$ cat src/rtl/dbg_uart_tx_pkg.sv
// Shared UART frame constants and serializer state encoding for the debug UART path.
package dbg_uart_tx_pkg;

    localparam logic        START_BIT = 1'b0;
    localparam logic        STOP_BIT  = 1'b1;
    localparam int unsigned DATA_BITS = 8;

    typedef enum logic [1:0] {
        StIdle,
        StStart,
        StData,
        StStop
    } uart_state_e;

endpackage

$ cat src/rtl/dbg_fifo.sv
// Small synchronous FIFO for debug words. A push into a full FIFO is still accepted when a
// pop happens on the same edge; the pop then returns the old head.
module dbg_fifo #(
    parameter int unsigned WIDTH = 16,
    parameter int unsigned DEPTH = 8
) (
    input  logic                     clk,
    input  logic                     rst,
    input  logic                     push,
    input  logic                     pop,
    input  logic [WIDTH-1:0]         din,
    output logic [WIDTH-1:0]         dout,
    output logic [$clog2(DEPTH):0]   count,
    output logic                     full,
    output logic                     empty
);

    localparam int unsigned AW = $clog2(DEPTH);
    localparam int unsigned CW = AW + 1;

    logic [WIDTH-1:0] mem_q [DEPTH];
    logic [AW-1:0]    wr_ptr_q, rd_ptr_q;
    logic [CW-1:0]    count_q, count_d;
    logic             do_push, do_pop;

    assign empty   = (count_q == '0);
    assign full    = (count_q == CW'(DEPTH));
    assign count   = count_q;
    // Combinational read of the head: sees the pre-edge contents even if the same slot is written.
    assign dout    = mem_q[rd_ptr_q];
    assign do_pop  = pop && !empty;
    assign do_push = push && (!full || do_pop);

    // Occupancy next-state
    always_comb begin
        count_d = count_q;
        if (do_push && !do_pop) begin
            count_d = count_q + 1'b1;
        end else if (!do_push && do_pop) begin
            count_d = count_q - 1'b1;
        end
    end

    // Pointer and count registers
    always_ff @(posedge clk) begin
        if (rst) begin
            wr_ptr_q <= '0;
            rd_ptr_q <= '0;
            count_q  <= '0;
        end else begin
            if (do_push) wr_ptr_q <= wr_ptr_q + 1'b1;
            if (do_pop)  rd_ptr_q <= rd_ptr_q + 1'b1;
            count_q <= count_d;
        end
    end

    // Storage array, no reset needed
    always_ff @(posedge clk) begin
        if (do_push) mem_q[wr_ptr_q] <= din;
    end

endmodule

$ cat src/rtl/dbg_uart_tx.sv
// Debug word sink: buffers 16-bit words and sends each as two 8N1 bytes, high byte first.
module dbg_uart_tx
    import dbg_uart_tx_pkg::*;
#(
    parameter int unsigned CLK_DIV = 104,
    parameter int unsigned DEPTH   = 8
) (
    input  logic        clk,
    input  logic        rst,
    input  logic [15:0] dbg_data,
    output logic        dbg_empty,
    output logic        tx,
    output logic        overflow
);

    localparam int unsigned TW = $clog2(CLK_DIV);
    localparam logic [TW-1:0] TMAX = TW'(CLK_DIV - 1);

    uart_state_e state_q, state_d;
    logic [TW-1:0] timer_q, timer_d;
    logic [2:0]    idx_q, idx_d;
    logic [15:0]   hold_q, hold_d;
    logic          hi_sel_q, hi_sel_d;
    logic          tx_q, tx_d;
    logic          overflow_q;

    logic                  push, pop, bit_done;
    logic [15:0]           fifo_dout;
    logic [$clog2(DEPTH):0] fifo_count;
    logic                  fifo_full, fifo_empty;
    logic [7:0]            byte_d;

    assign push     = (dbg_data != '0);
    assign bit_done = (timer_q == TMAX);

    dbg_fifo #(
        .WIDTH (16),
        .DEPTH (DEPTH)
    ) u_fifo (
        .clk   (clk),
        .rst   (rst),
        .push  (push),
        .pop   (pop),
        .din   (dbg_data),
        .dout  (fifo_dout),
        .count (fifo_count),
        .full  (fifo_full),
        .empty (fifo_empty)
    );

    // Serializer next-state, pop strobe and next line level
    always_comb begin
        state_d  = state_q;
        timer_d  = timer_q;
        idx_d    = idx_q;
        hold_d   = hold_q;
        hi_sel_d = hi_sel_q;
        pop      = 1'b0;
        unique case (state_q)
            StIdle: begin
                if (!fifo_empty) begin
                    pop      = 1'b1;
                    hold_d   = fifo_dout;
                    hi_sel_d = 1'b1;
                    timer_d  = '0;
                    state_d  = StStart;
                end
            end
            StStart: begin
                if (bit_done) begin
                    timer_d = '0;
                    idx_d   = '0;
                    state_d = StData;
                end else begin
                    timer_d = timer_q + 1'b1;
                end
            end
            StData: begin
                if (bit_done) begin
                    timer_d = '0;
                    if (idx_q == 3'(DATA_BITS - 1)) begin
                        state_d = StStop;
                    end else begin
                        idx_d = idx_q + 1'b1;
                    end
                end else begin
                    timer_d = timer_q + 1'b1;
                end
            end
            StStop: begin
                if (bit_done) begin
                    timer_d = '0;
                    if (hi_sel_q) begin
                        hi_sel_d = 1'b0;
                        state_d  = StStart;
                    end else begin
                        state_d = StIdle;
                    end
                end else begin
                    timer_d = timer_q + 1'b1;
                end
            end
            default: state_d = StIdle;
        endcase

        // Line level is registered from next-state so tx never glitches
        byte_d = hi_sel_d ? hold_d[15:8] : hold_d[7:0];
        unique case (state_d)
            StStart: tx_d = START_BIT;
            StData:  tx_d = byte_d[idx_d];
            default: tx_d = STOP_BIT;
        endcase
    end

    // Serializer state, line and sticky overflow registers
    always_ff @(posedge clk) begin
        if (rst) begin
            state_q    <= StIdle;
            timer_q    <= '0;
            idx_q      <= '0;
            hold_q     <= '0;
            hi_sel_q   <= 1'b0;
            tx_q       <= STOP_BIT;
            overflow_q <= 1'b0;
        end else begin
            state_q  <= state_d;
            timer_q  <= timer_d;
            idx_q    <= idx_d;
            hold_q   <= hold_d;
            hi_sel_q <= hi_sel_d;
            tx_q     <= tx_d;
            if (push && fifo_full && !pop) overflow_q <= 1'b1;
        end
    end

    assign dbg_empty = (fifo_count == '0) && (state_q == StIdle);
    assign tx        = tx_q;
    assign overflow  = overflow_q;

endmodule

$ cat config.mk
export PLATFORM = sky130hd
export DESIGN_NAME = dbg_uart_tx
export DESIGN_NICKNAME = d
export VERILOG_FILES = /design/src/rtl/dbg_uart_tx_pkg.sv /design/src/rtl/dbg_fifo.sv /design/src/rtl/dbg_uart_tx.sv
export SDC_FILE = /design/constraint.sdc
export NUM_CORES = 1
export LEC_CHECK = 0
export CAP_MARGIN = 20
export CORE_UTILIZATION = 45
export CTS_CLUSTER_DIAMETER = 80
export DETAILED_ROUTE_END_ITERATION = 12
export GPL_ROUTABILITY_DRIVEN = 0
export SYNTH_ARGS = -nofsm -noshare
export SYNTH_HDL_FRONTEND = slang
export SYNTH_SLANG_ARGS = --single-unit
$ cat constraint.sdc
create_clock -name clk -period 6.5 [get_ports clk]
set_input_delay 1.3 -clock clk [delete_from_list [all_inputs] [get_ports clk]]
set_output_delay 1.3 -clock clk [all_outputs]
set_load 0.005 [all_outputs]
[After elaboration in Yosys (flattened, before gate mapping)]
Memory sizes are Yosys's and may differ from the RTL's. A register that Yosys moved wholly into a read port is not among the register bits.
Index checks and enable logic that the tools add are counted.
Word-level totals
  output and inout bits: 3
  bits in latches: 0
  register bits: 41
  ROM bits: 0
  memories: 1
  logic and storage cells: 76
  bits of input ports: 18
  RAM bits: 128
Operators by class
  bitwise logic cells: 0
  $mul: 0
  add/sub/neg operators: 6
  div/mod/pow operators: 0
  equal/unequal tests: 9
  order comparisons: 1
  shift-type cells: 0
  mux-type cells: 31
  reductions and logical operators: 18
Memories
  u_fifo.mem_q: depth 8, bits a word 16, read ports 1, clocked after memory_dff 1, write ports 1, line dbg_fifo.sv:21  | logic [WIDTH-1:0] mem_q [DEPTH];
Operators with widths (count)
  2-to-1 mux 16 bit: 2
  nonzero test 16 bit: 1
  2-to-1 mux 3 bit: 5
  2-to-1 mux 7 bit: 2
  one-hot mux 7 bit (2 select lines): 1
  2-to-1 mux 2 bit: 5
  adder 3 x 1 -> 3 bit (second input constant): 3
  2-to-1 mux 1 bit: 8
  2-to-1 mux 4 bit: 2
  2-to-1 mux 8 bit: 1
  one-hot mux 2 bit (4 select lines): 1
  adder 7 x 1 -> 7 bit (second input constant): 1
  == test 7 bit (second input constant): 1
  logical AND 1 bit: 7
  == test 2 bit (second input constant): 3
  one-hot mux 3 bit (2 select lines): 1
  zero test 1 bit: 5
  adder 4 x 1 -> 4 bit (second input constant): 1
  == test 2 x 1 -> 1 bit (second input constant): 2
  == test 4 bit (second input constant): 1
  zero test 4 bit: 1
  < comparator 3 x 4 -> 1 bit (second input constant): 1
  one-hot mux 1 bit (2 select lines): 2
  subtractor 4 x 1 -> 4 bit (second input constant): 1
  other kinds (7): 7

[Depth between registers and ports, before layout]
Gate-level depths: netlist of run 1.
  depth after elaboration: 10
  depth in mapped cells: 14
  depth with buffers taken out: 12

[By module]
From an unflattened synthesis of run 1, not the netlist that was laid out.
Unflattened totals
  cells, all modules: 476
  area, all modules: 7269.5 um2
By module, submodules not included
  dbg_fifo: instances 1, sequential area each 4103.9 um2, area each 5465.2 um2, cells an instance 258
  dbg_uart_tx: instances 1, sequential area each 620.6 um2, area each 1804.2 um2, cells an instance 218

[Worst setup path after synthesis of run 1]
OpenSTA, ideal clock, no wires.
  path type: input to register
  start point: in dbg_data[0]
  end point: mem u_fifo.mem_q[0][0], enable pin
  stages: 6
  data arrival time: 3.028 ns
  library setup time: 0.409 ns
  slack: 3.063 ns
  buffers on the path: 1
  required time: 6.091 ns
  cell sequence: nor4_1 -> nand4_1 -> and2_1 -> clkbuf_1 -> nand2b_1 -> nor3_1
On the way
  cells in the longest elaborated chain, start to end: 4
Ends and longest elaborated chain
  from (decl): line dbg_uart_tx.sv:10  | input logic [15:0] dbg_data,
  nonzero test 16 bit: line dbg_uart_tx.sv:33  | assign push = (dbg_data != '0);
  logical AND 1 bit: line dbg_fifo.sv:32  | assign do_push = push && (!full || do_pop);
  net u_fifo.do_push: line dbg_fifo.sv:24  | logic do_push, do_pop;
  2-to-1 mux 1 bit: line dbg_fifo.sv:59  | if (do_push) mem_q[wr_ptr_q] <= din;
  2-to-1 mux 1 bit (implied by the code): line dbg_fifo.sv:59
  to (decl): line dbg_fifo.sv:21
The timed path passes the listed nets, and every way through them passes these cells.

[Final worst setup path of run 1]
  start point: in dbg_data[10]
  end point: reg u_fifo.count_q[3] (netlist: u_fifo.count[3])
On the way
  cells in the longest elaborated chain, start to end: 5
  elaborated cells on any way between the ends: 7
  those cells by class: mux: 1; reduce/logical: 6
Ends and longest elaborated chain
  nonzero test 16 bit *: line dbg_uart_tx.sv:33
  logical AND 1 bit *: line dbg_fifo.sv:32
  zero test 1 bit: line dbg_fifo.sv:39  | end else if (!do_push && do_pop) begin
  logical AND 1 bit: line dbg_fifo.sv:39
  nonzero test 2 bit (no line)
  to (signal assigned): line dbg_fifo.sv:53  | count_q <= count_d;
  to (decl): line dbg_fifo.sv:23  | logic [CW-1:0] count_q, count_d;
Every way passes the cells marked *; elsewhere a longest branch is shown, timed or not.
A chain may end at the register's enable or synchronous reset.

==> flow_summary.json, run 1 <==
{
  "leakagePower_nw": 2.78,
  "max_stage_delay_ns": 0.55,
  "r2r_setup_slack_ns": 3.55,
  "synthFlopType": "edfxtp_1",
  "num_antenna_cells": 0,
  "cp_cell_sequence": "clkdlybuf4s50_1, nor4_1, nand4_1, and2_1, ha_1, inv_1, ha_1, a21o_1, a21oi_1, xnor2_1, or3_1, a21oi_1",
  "drc_errors": 0,
  "crit_fanout": 9,
  "critPathTopFamily": "simple AND/OR/NAND/NOR gates",
  "crit_start": "dbg_data[10]",
  "avgRoutedWirePerCell_um": 20.7,
  "min_period_ns": 3.94,
  "totalWireLength_um": 14000,
  "finalMaxSlewViolations": 0,
  "holdCritPathClass": "flop to flop",
  "cp.arrival_ns": 4.29,
  "outcome": "finished clean",
  "area_delta_synth_final_pct": 15.2,
  "cts_hold_buf": 0,
  "fmaxAchievable_mhz": 254,
  "grt_pass1_vias": 3884,
  "cts.clk_slew.worst_paths_ns": 0.06,
  "htreeDepth": 4,
  "max-vdd-ir-drop_uv": 220,
  "avgViaCountPerCell": 5.61,
  "synth_common_cells": "edfxtp_1, nor2_1, dfxtp_1, mux4_2",
  "cp_slowest_cell": "clkdlybuf4s50_1",
  "finalNetCount": 507,
  "fin_crit_sh_pct": 60.5,
  "rr_endpoint": "u_fifo.mem_q[4][1]",
  "fin_cells": 678,
  "setup_tns_ns": 0,
  "grt_max_degree": 44,
  "post_cts_buffers": 0,
  "syn-num-nets": 474,
  "dp_slack_ns": 2.12,
  "whs_ns": 0.484,
  "holdPathEnd": "timer_q[6]",
  "maxSlewHeadroom_pct": 36.9,
  "detailed_place_hpwl_um": 8870,
  "cts_tree": "yes",
  "first_iter_violations": 287,
  "r2r_start": "state_q[0]",
  "grt_setup_unrepaired": "false",
  "min_path_cells": 1,
  "grt_overflow": 0,
  "worstSkewPairLatency_ns": 0.43,
  "synth_warnings": 0,
  "firstDrtPassIters": 4,
  "cts.sinks": 172,
  "syn_area_um2": 7030,
  "synth.most_common_cell": "edfxtp_1",
  "ys_types": 54,
  "ant_nets": 0,
  "setup_slack_ns": 2.56,
  "rows": 45,
  "critPathRequiredTime_ns": 6.85,
  "initial_core_util_pct": 46.2,
  "p_per_area_nw_per_um2": 416,
  "crit_type": "input port to flop",
  "antenna_found_initial": 0,
  "clockBufferDepth": 2,
  "drive_gt1_share_pct": 20.6,
  "postSynthCellCount": 444,
  "worst_r2r_path_depth": 7,
  "cp-start-kind": "input port",
  "hp-start": "timer_q[6]",
  "setup_viol": 0,
  "die_area_um2": 16100,
  "hold_viol_final": 0,
  "vias": 3804,
  "numCtsBuffers": 17,
  "grt_first_pass_wirelength_um": 22100,
  "synth_edf_count": 128,
  "dieWidth_um": 127,
  "finalClockSkew_ns": 0.00810,
  "tightest_slew_ns": 0.942,
  "die_h_um": 127,
  "cts_root_buf": "clkbuf_16",
  "grt_use_total_pct": 19.1,
  "synthArstFlopShare_pct": 0,
  "syn_area_per_cell_um2": 15.8,
  "synth_top_area_share_pct": 54.7,
  "io_pins": 21,
  "end_kind": "flop",
  "cts_resized": 0,
  "yosysTopAreaCell": "edfxtp_1",
  "synthTopCellsByArea": "edfxtp_1, dfxtp_1, mux4_2",
  "synth_seq_cells": 172,
  "coreArea_um2": 15200,
  "dp.cells": 645,
  "yosysSeqAreaShare_pct": 67.2,
  "port_buffers": 20,
  "crit_buf_inv": 2,
  "maxCapViolations": 0
}
-- power by group --
group	internal (W)	switching [W]	total [W]	leakage (nW)
Combinational	0.000417	0.000503	0.000920	0.934
Sequential	0.00134	0.0000577	0.00140	1.54
Clock	0.000641	0.000412	0.00105	0.309
Total	0.00240	0.000973	0.00337	2.78
-- worst register-to-register path, stage by stage, from the launching register on --
cell	delay, ns
dfxtp_1	0.34
inv_1	0.11
ha_1	0.43
nand3b_1	0.21
and2_1	0.26
nand2b_1	0.18
nor2_1	0.76
buf_4	0.36
-- cells by family (layout without fill, tap and decap cells) --
logic type	count (synthesis)	after routing	synth area share, %
AND/OR/NAND/NOR	113	113	7.90
flip-flops	172	172	67.2
AO/OA/AOI/OAI	53	53	5.07
XOR/XNOR	6	6	0.748
adder cells (fa/ha/maj)	12	12	2.24
buffers and inverters	27	73	2.01
multiplexers	61	61	14.8
-- metal layers --
| metal | vias up | part of all wire (%) | GRT usage [%] |
|---|---|---|---|
| li1 | 1793 | - | - |
| met1 | 1954 | 46 | 24.7 |
| met2 | 48 | 50 | 31.6 |
| met3 | 9 | 3.2 | 4.56 |
| met4 | 0 | 0.76 | 6.72 |
| met5 | - | 0 | 0 |
-- stage by stage --
stage          power [W]  cell area (um2)  utilization (%)
2_1_floorplan    0.00210             7030                -
3_5_place_dp     0.00235             7460             49.1
4_1_cts          0.00341             8090             53.2
3_3_place_gp     0.00233             7460             49.1
6_report         0.00337             8100             53.3
5_1_grt          0.00354             8100             53.3
-- area by class of cell --
class | instances | area (um2)
clock buffer | 21 | 470
clock inverter | 11 | 156
tap | 188 | 235
sequential | 172 | 4730
fill | 1227 | 7110
timing repair buffer | 34 | 303
multi-input combinational | 245 | 2170
inverter | 7 | 31.3
-- cells in the final DEF, fill, tap and decap left out, drive strengths merged, types with 2 or more instances in the layout --
master         count
a22oi              3
buf               13
nor2b              8
ha                11
a311oi             3
nor3               6
inv                9
and2               4
nor2              53
nand2b             7
clkinv             6
a21oi             16
mux2              13
nor4               5
o221ai             4
clkbuf            22
o22ai              2
nand2             16
mux4              33
mux2i             15
a31oi              5
bufinv             3
nand4              2
a41o               2
edfxtp           128
clkdlybuf4s50     20
xnor2              2
o21ai             11
xor2               4
dfxtp             44
-- worst max path at each step --
stage                         end  depth (start not counted)  slack, ns
2_1_floorplan  u_fifo.mem_q[0][0]                          6       3.06
3_3_place_gp      u_fifo.count[3]                         12       2.17
3_5_place_dp      u_fifo.count[3]                         12       2.12
4_1_cts           u_fifo.count[3]                         12       2.56
5_1_grt           u_fifo.count[3]                         12       2.38
6_report          u_fifo.count[3]                         12       2.56
-- sequential cells by signal, indices dropped and copies added (netlist names), named ones only --
register and cells:
hi_sel_q 1, hold_q 16, idx_q 3, overflow 1, state_q 2, timer_q 7
tx 1, u_fifo.count 4, u_fifo.mem_q 128, u_fifo.rd_ptr_q 3, u_fifo.wr_ptr_q 3
(Power assumes the default switching activity.)
==> inputs of run 2 (changes only) <==
==> constraint.sdc (replaced) <==
create_clock -name clk -period 3.9 [get_ports clk]
set_input_delay 0.78 -clock clk [delete_from_list [all_inputs] [get_ports clk]]
set_output_delay 0.78 -clock clk [all_outputs]
set_load 0.005 [all_outputs]
==> flow_summary.json, run 2 (synthesized netlist as in run 1, its figures left out) <==
{
  "cts_tree": "yes",
  "reg_top3": "u_fifo.mem_q: 128 flops, hold_q: 16 flops, timer_q: 7 flops",
  "end_kind": "flop",
  "fillers": 1234,
  "crit_fanout": 9,
  "grt_first_pass_wirelength_um": 22900,
  "layout_commonest_cell": "edfxtp_1",
  "finalNetCount": 522,
  "detailed_place_hpwl_um": 9600,
  "htreeDepth": 4,
  "worst_r2r_path_depth": 8,
  "grt_use_total_pct": 19.8,
  "finalMaxSlewViolations": 0,
  "grt_pass1_vias": 4004,
  "leakagePower_nw": 2.85,
  "cp-start-kind": "input port",
  "holdCritPathClass": "flop to flop",
  "avgRoutedWirePerCell_um": 21.0,
  "totalWireLength_um": 14500,
  "regMostFlops": "u_fifo.mem_q",
  "firstDrtPassIters": 4,
  "worstSkewPairLatency_ns": 0.44,
  "antenna_found_initial": 0,
  "drc_errors": 0,
  "drive_gt1_share_pct": 23.0,
  "outcome": "finished clean",
  "die_h_um": 127,
  "critPathRequiredTime_ns": 4.26,
  "max-vdd-ir-drop_uv": 416,
  "hold_viol_final": 0,
  "maxCapViolations": 0,
  "cts.clk_slew.worst_paths_ns": 0.06,
  "grt_max_degree": 43,
  "numCtsBuffers": 17,
  "rows": 45,
  "setup_viol": 0,
  "num_antenna_cells": 0,
  "cts_hold_buf": 0,
  "setup_tns_ns": 0,
  "finalClockSkew_ns": 0.0134,
  "cts_resized": 0,
  "coreArea_um2": 15200,
  "die_area_um2": 16100,
  "tightest_slew_ns": 0.982,
  "largest_reg_flops": 128,
  "avgViaCountPerCell": 5.65,
  "grt_overflow": 0,
  "p_per_area_nw_per_um2": 695,
  "vias": 3918,
  "crit_type": "input port to flop",
  "maxSlewHeadroom_pct": 34.3,
  "area_delta_synth_final_pct": 17.1,
  "first_iter_violations": 300,
  "ant_nets": 0,
  "cts_root_buf": "clkbuf_16",
  "clockBufferDepth": 2,
  "cp.arrival_ns": 3.56,
  "final_util_pct": 54.1,
  "grt_setup_unrepaired": "false",
  "min_path_cells": 2,
  "most-common-layout-cells": "edfxtp_1, nor2_1, dfxtp_1",
  "cts.sinks": 172,
  "min_period_ns": 3.20,
  "fin_crit_sh_pct": 82.0,
  "dieWidth_um": 127,
  "io_pins": 21,
  "fmaxAchievable_mhz": 313,
  "post_cts_buffers": 0,
  "p_total_w": 0.00572,
  "port_buffers": 20,
  "initial_core_util_pct": 46.2
}
-- run 2: cell types whose count changed in the layout (fill, tap and decap cells not counted), sizes merged --
cell | previous run | this run
buf | 13 | 29
clkbuf | 22 | 18
clkinvlp | 0 | 3
bufinv | 3 | 5
clkinv | 6 | 5
inv | 9 | 8
-- run 2: metrics by stage --
stage	hold WS, ns	setup WS, ns	cell area [um2]	cells
floorplan	0.438	0.924	7030	444
global placement	0.450	0.340	7580	661
detailed placement	0.474	0.271	7580	661
CTS	0.490	0.722	8230	693
global route	0.512	0.462	8230	693
finish	0.486	0.703	8230	693
-- run 2: layout make-up --
class / count / area, um2 / area share (%)
multi-input combinational: 245 / 2170 / 26.4
tap: 188 / 235 / 2.86
sequential: 172 / 4730 / 57.4
inverter: 7 / 31.3 / 0.380
clock inverter: 14 / 218 / 2.64
clock buffer: 18 / 429 / 5.21
timing repair buffer: 49 / 418 / 5.08
-- run 2: worst max-delay path: stages --
cell and delay, ns:
clkdlybuf4s50_1 0.58, nor4_1 0.34, nand4_1 0.18, and2_1 0.22, ha_1 0.22, inv_1 0.11, ha_1 0.24, a21o_1 0.17
a21oi_1 0.16, xnor2_1 0.10, or3_1 0.31, a21oi_1 0.14
-- run 2: path summary, 6_finish.rpt --
kind / to / startpoint / slack, ns
worst max-delay path: u_fifo.count[3] / dbg_data[1] / 0.70
worst min-delay path: u_fifo.rd_ptr_q[1] / u_fifo.rd_ptr_q[1] / 0.49
worst max register to register: u_fifo.mem_q[2][14] / state_q[1] / 0.97
worst min register to register: u_fifo.rd_ptr_q[1] / u_fifo.rd_ptr_q[1] / 0.49
-- run 2: power by group --
| group | leakage, nW | switching, W | internal, W |
|---|---|---|---|
| Clock | 0.307 | 0.000698 | 0.00114 |
| Sequential | 1.54 | 0.000143 | 0.00223 |
| Combinational | 1.01 | 0.000799 | 0.000713 |
-- run 2: routing by layer --
metal / vias to the layer above / global-route usage, % / share of wire (%)
li1: 1815 / - / -
met1: 1983 / 25.9 / 45
met2: 93 / 31.4 / 48
met3: 27 / 5.40 / 4.9
met4: 0 / 7.84 / 2.3
met5: - / 0 / 0
==> inputs of run 3 (changes only) <==
==> constraint.sdc (replaced) <==
create_clock -name clk -period 2.9 [get_ports clk]
set_input_delay 0.58 -clock clk [delete_from_list [all_inputs] [get_ports clk]]
set_output_delay 0.58 -clock clk [all_outputs]
set_load 0.005 [all_outputs]
==> flow_summary.json, run 3 (synthesized netlist as in run 1, its figures left out) <==
{
  "initial_core_util_pct": 46.2,
  "rows": 45,
  "max-vdd-ir-drop_uv": 781,
  "cts_root_buf": "clkbuf_16",
  "firstDrtPassIters": 4,
  "hp-start": "timer_q[6]",
  "port_buffers": 20,
  "min_period_ns": 2.76,
  "antenna_found_initial": 0,
  "swShare_pct": 29.3,
  "most-common-layout-cells": "edfxtp_1, nor2_1, dfxtp_1, buf_4, mux4_2",
  "rr_endpoint": "u_fifo.count[3]",
  "stdcell_area_um2": 8410,
  "ant_nets": 0,
  "worstSkewPairLatency_ns": 0.43,
  "finalNetCount": 540,
  "finalMaxSlewViolations": 0,
  "grt_first_pass_wirelength_um": 22500,
  "maxCapViolations": 0,
  "detailed_place_hpwl_um": 9330,
  "r2r_start": "state_q[0]",
  "finalClockSkew_ns": 0.0128,
  "avgRoutedWirePerCell_um": 19.8,
  "num_antenna_cells": 0,
  "dieWidth_um": 127,
  "clockBufferDepth": 2,
  "critPathRequiredTime_ns": 3.25,
  "fmaxAchievable_mhz": 362,
  "worst_r2r_path_depth": 12,
  "regMostFlops": "u_fifo.mem_q",
  "vias": 3919,
  "coreArea_um2": 15200,
  "maxSlewHeadroom_pct": 63.1,
  "hold_viol_final": 0,
  "reg_top3": "u_fifo.mem_q: 128 flops, hold_q: 16 flops, timer_q: 7 flops",
  "first_iter_violations": 302,
  "drive_gt1_share_pct": 26.4,
  "p_total_w": 0.00769,
  "dp.cells": 679,
  "grt_max_degree": 43,
  "final_util_pct": 55.3,
  "htreeDepth": 4,
  "tightest_slew_ns": 0.553,
  "holdCritPathClass": "flop to flop",
  "outcome": "finished clean",
  "grt_use_total_pct": 19.5,
  "drc_errors": 0,
  "area_delta_synth_final_pct": 19.6,
  "die_h_um": 127,
  "grt_overflow": 0,
  "numCtsBuffers": 17,
  "end_kind": "flop",
  "io_pins": 21,
  "largest_reg_flops": 128,
  "r2r_setup_slack_ns": 0.33,
  "internal_power_w": 0.00543,
  "layout_commonest_cell": "edfxtp_1",
  "crit_type": "input port to flop",
  "grt_pass1_vias": 4034,
  "cts_tree": "yes",
  "p_per_area_nw_per_um2": 914,
  "clock_power_share_pct": 30.4,
  "cts.sinks": 172,
  "die_area_um2": 16100,
  "cts_hold_buf": 0,
  "min_path_cells": 1,
  "cp-start-kind": "input port",
  "setup_viol": 0,
  "grt_setup_unrepaired": "false",
  "holdPathEnd": "timer_q[6]",
  "totalWireLength_um": 14000,
  "p_seq_share_pct": 41.0,
  "setup_tns_ns": 0,
  "post_cts_buffers": 0,
  "fin_cells": 710,
  "place_area_um2": 7770,
  "leakagePower_nw": 2.96,
  "crit_fanout": 2,
  "cts.clk_slew.worst_paths_ns": 0.06,
  "fin_crit_sh_pct": 95.2,
  "avgViaCountPerCell": 5.52,
  "power_frac_comb_pct": 28.6,
  "cp.arrival_ns": 3.11,
  "p_sw_w": 0.00225
}
-- run 3: final cells by class --
| type | instances | area (um2) |
|---|---|---|
| fillers | 1215 | 6790 |
| flip-flops and latches | 172 | 4730 |
| clock buffers | 17 | 425 |
| inverters | 7 | 31.3 |
| well taps | 188 | 235 |
| multi-input cells | 245 | 2200 |
| repair buffers | 67 | 608 |
| clock inverters | 14 | 185 |
-- run 3: power by group through the flow --
stage | clock network [W] | registers [W] | logic, W
2_1_floorplan | 0 | 0.00315 | 0.00157
3_3_place_gp | 0 | 0.00319 | 0.00217
3_5_place_dp | 0 | 0.00321 | 0.00220
4_1_cts | 0.00238 | 0.00316 | 0.00221
5_1_grt | 0.00248 | 0.00319 | 0.00241
6_report | 0.00234 | 0.00315 | 0.00220
-- run 3: per-stage QoR --
| step | worst slack (ns) | hold WS [ns] |
|---|---|---|
| finish | 0.138 | 0.476 |
| global route | 0.00417 | 0.517 |
| CTS | 0.0493 | 0.480 |
| detailed placement | -0.400 | 0.468 |
| global placement | -0.358 | 0.454 |
| floorplan | 0.193 | 0.438 |
-- run 3: how the worst max path moves through the flow --
stage,startpoint,endpoint,slack (ns),cells after the start
2_1_floorplan,state_q[0],u_fifo.count[3],0.19,14
3_3_place_gp,dbg_data[12],u_fifo.count[3],-0.36,12
3_5_place_dp,dbg_data[12],u_fifo.count[3],-0.40,12
4_1_cts,dbg_data[12],u_fifo.count[3],0.05,12
5_1_grt,dbg_data[7],u_fifo.count[3],0.004,12
6_report,dbg_data[14],u_fifo.count[3],0.14,12
-- run 3: metal layers --
metal / vias up / wire, um / track usage, % / share of wire, %
met4: 0 / 140 / 7.07 / 1.0
met1: 1966 / 6520 / 25.7 / 46
met5: - / 0 / 0 / 0
met3: 9 / 692 / 5.07 / 4.9
li1: 1861 / - / - / -
met2: 83 / 6680 / 31.3 / 48
-- run 3: worst max-delay path: stages --
cell and delay (ns):
clkdlybuf4s50_1 0.46, nor4_2 0.33, nand4_1 0.16, and2_1 0.21
ha_1 0.20, inv_1 0.07, ha_1 0.22, a21o_1 0.19
a21oi_2 0.14, xnor2_1 0.10, or3_1 0.31, a21oi_1 0.14
-- run 3: repair_timing --
| item | in CTS | in global routing |
|---|---|---|
| endpoints found under the setup margin | 0 | 1 |
| endpoints found under the hold margin | 0 | 0 |
| resized for setup | 0 | 6 |
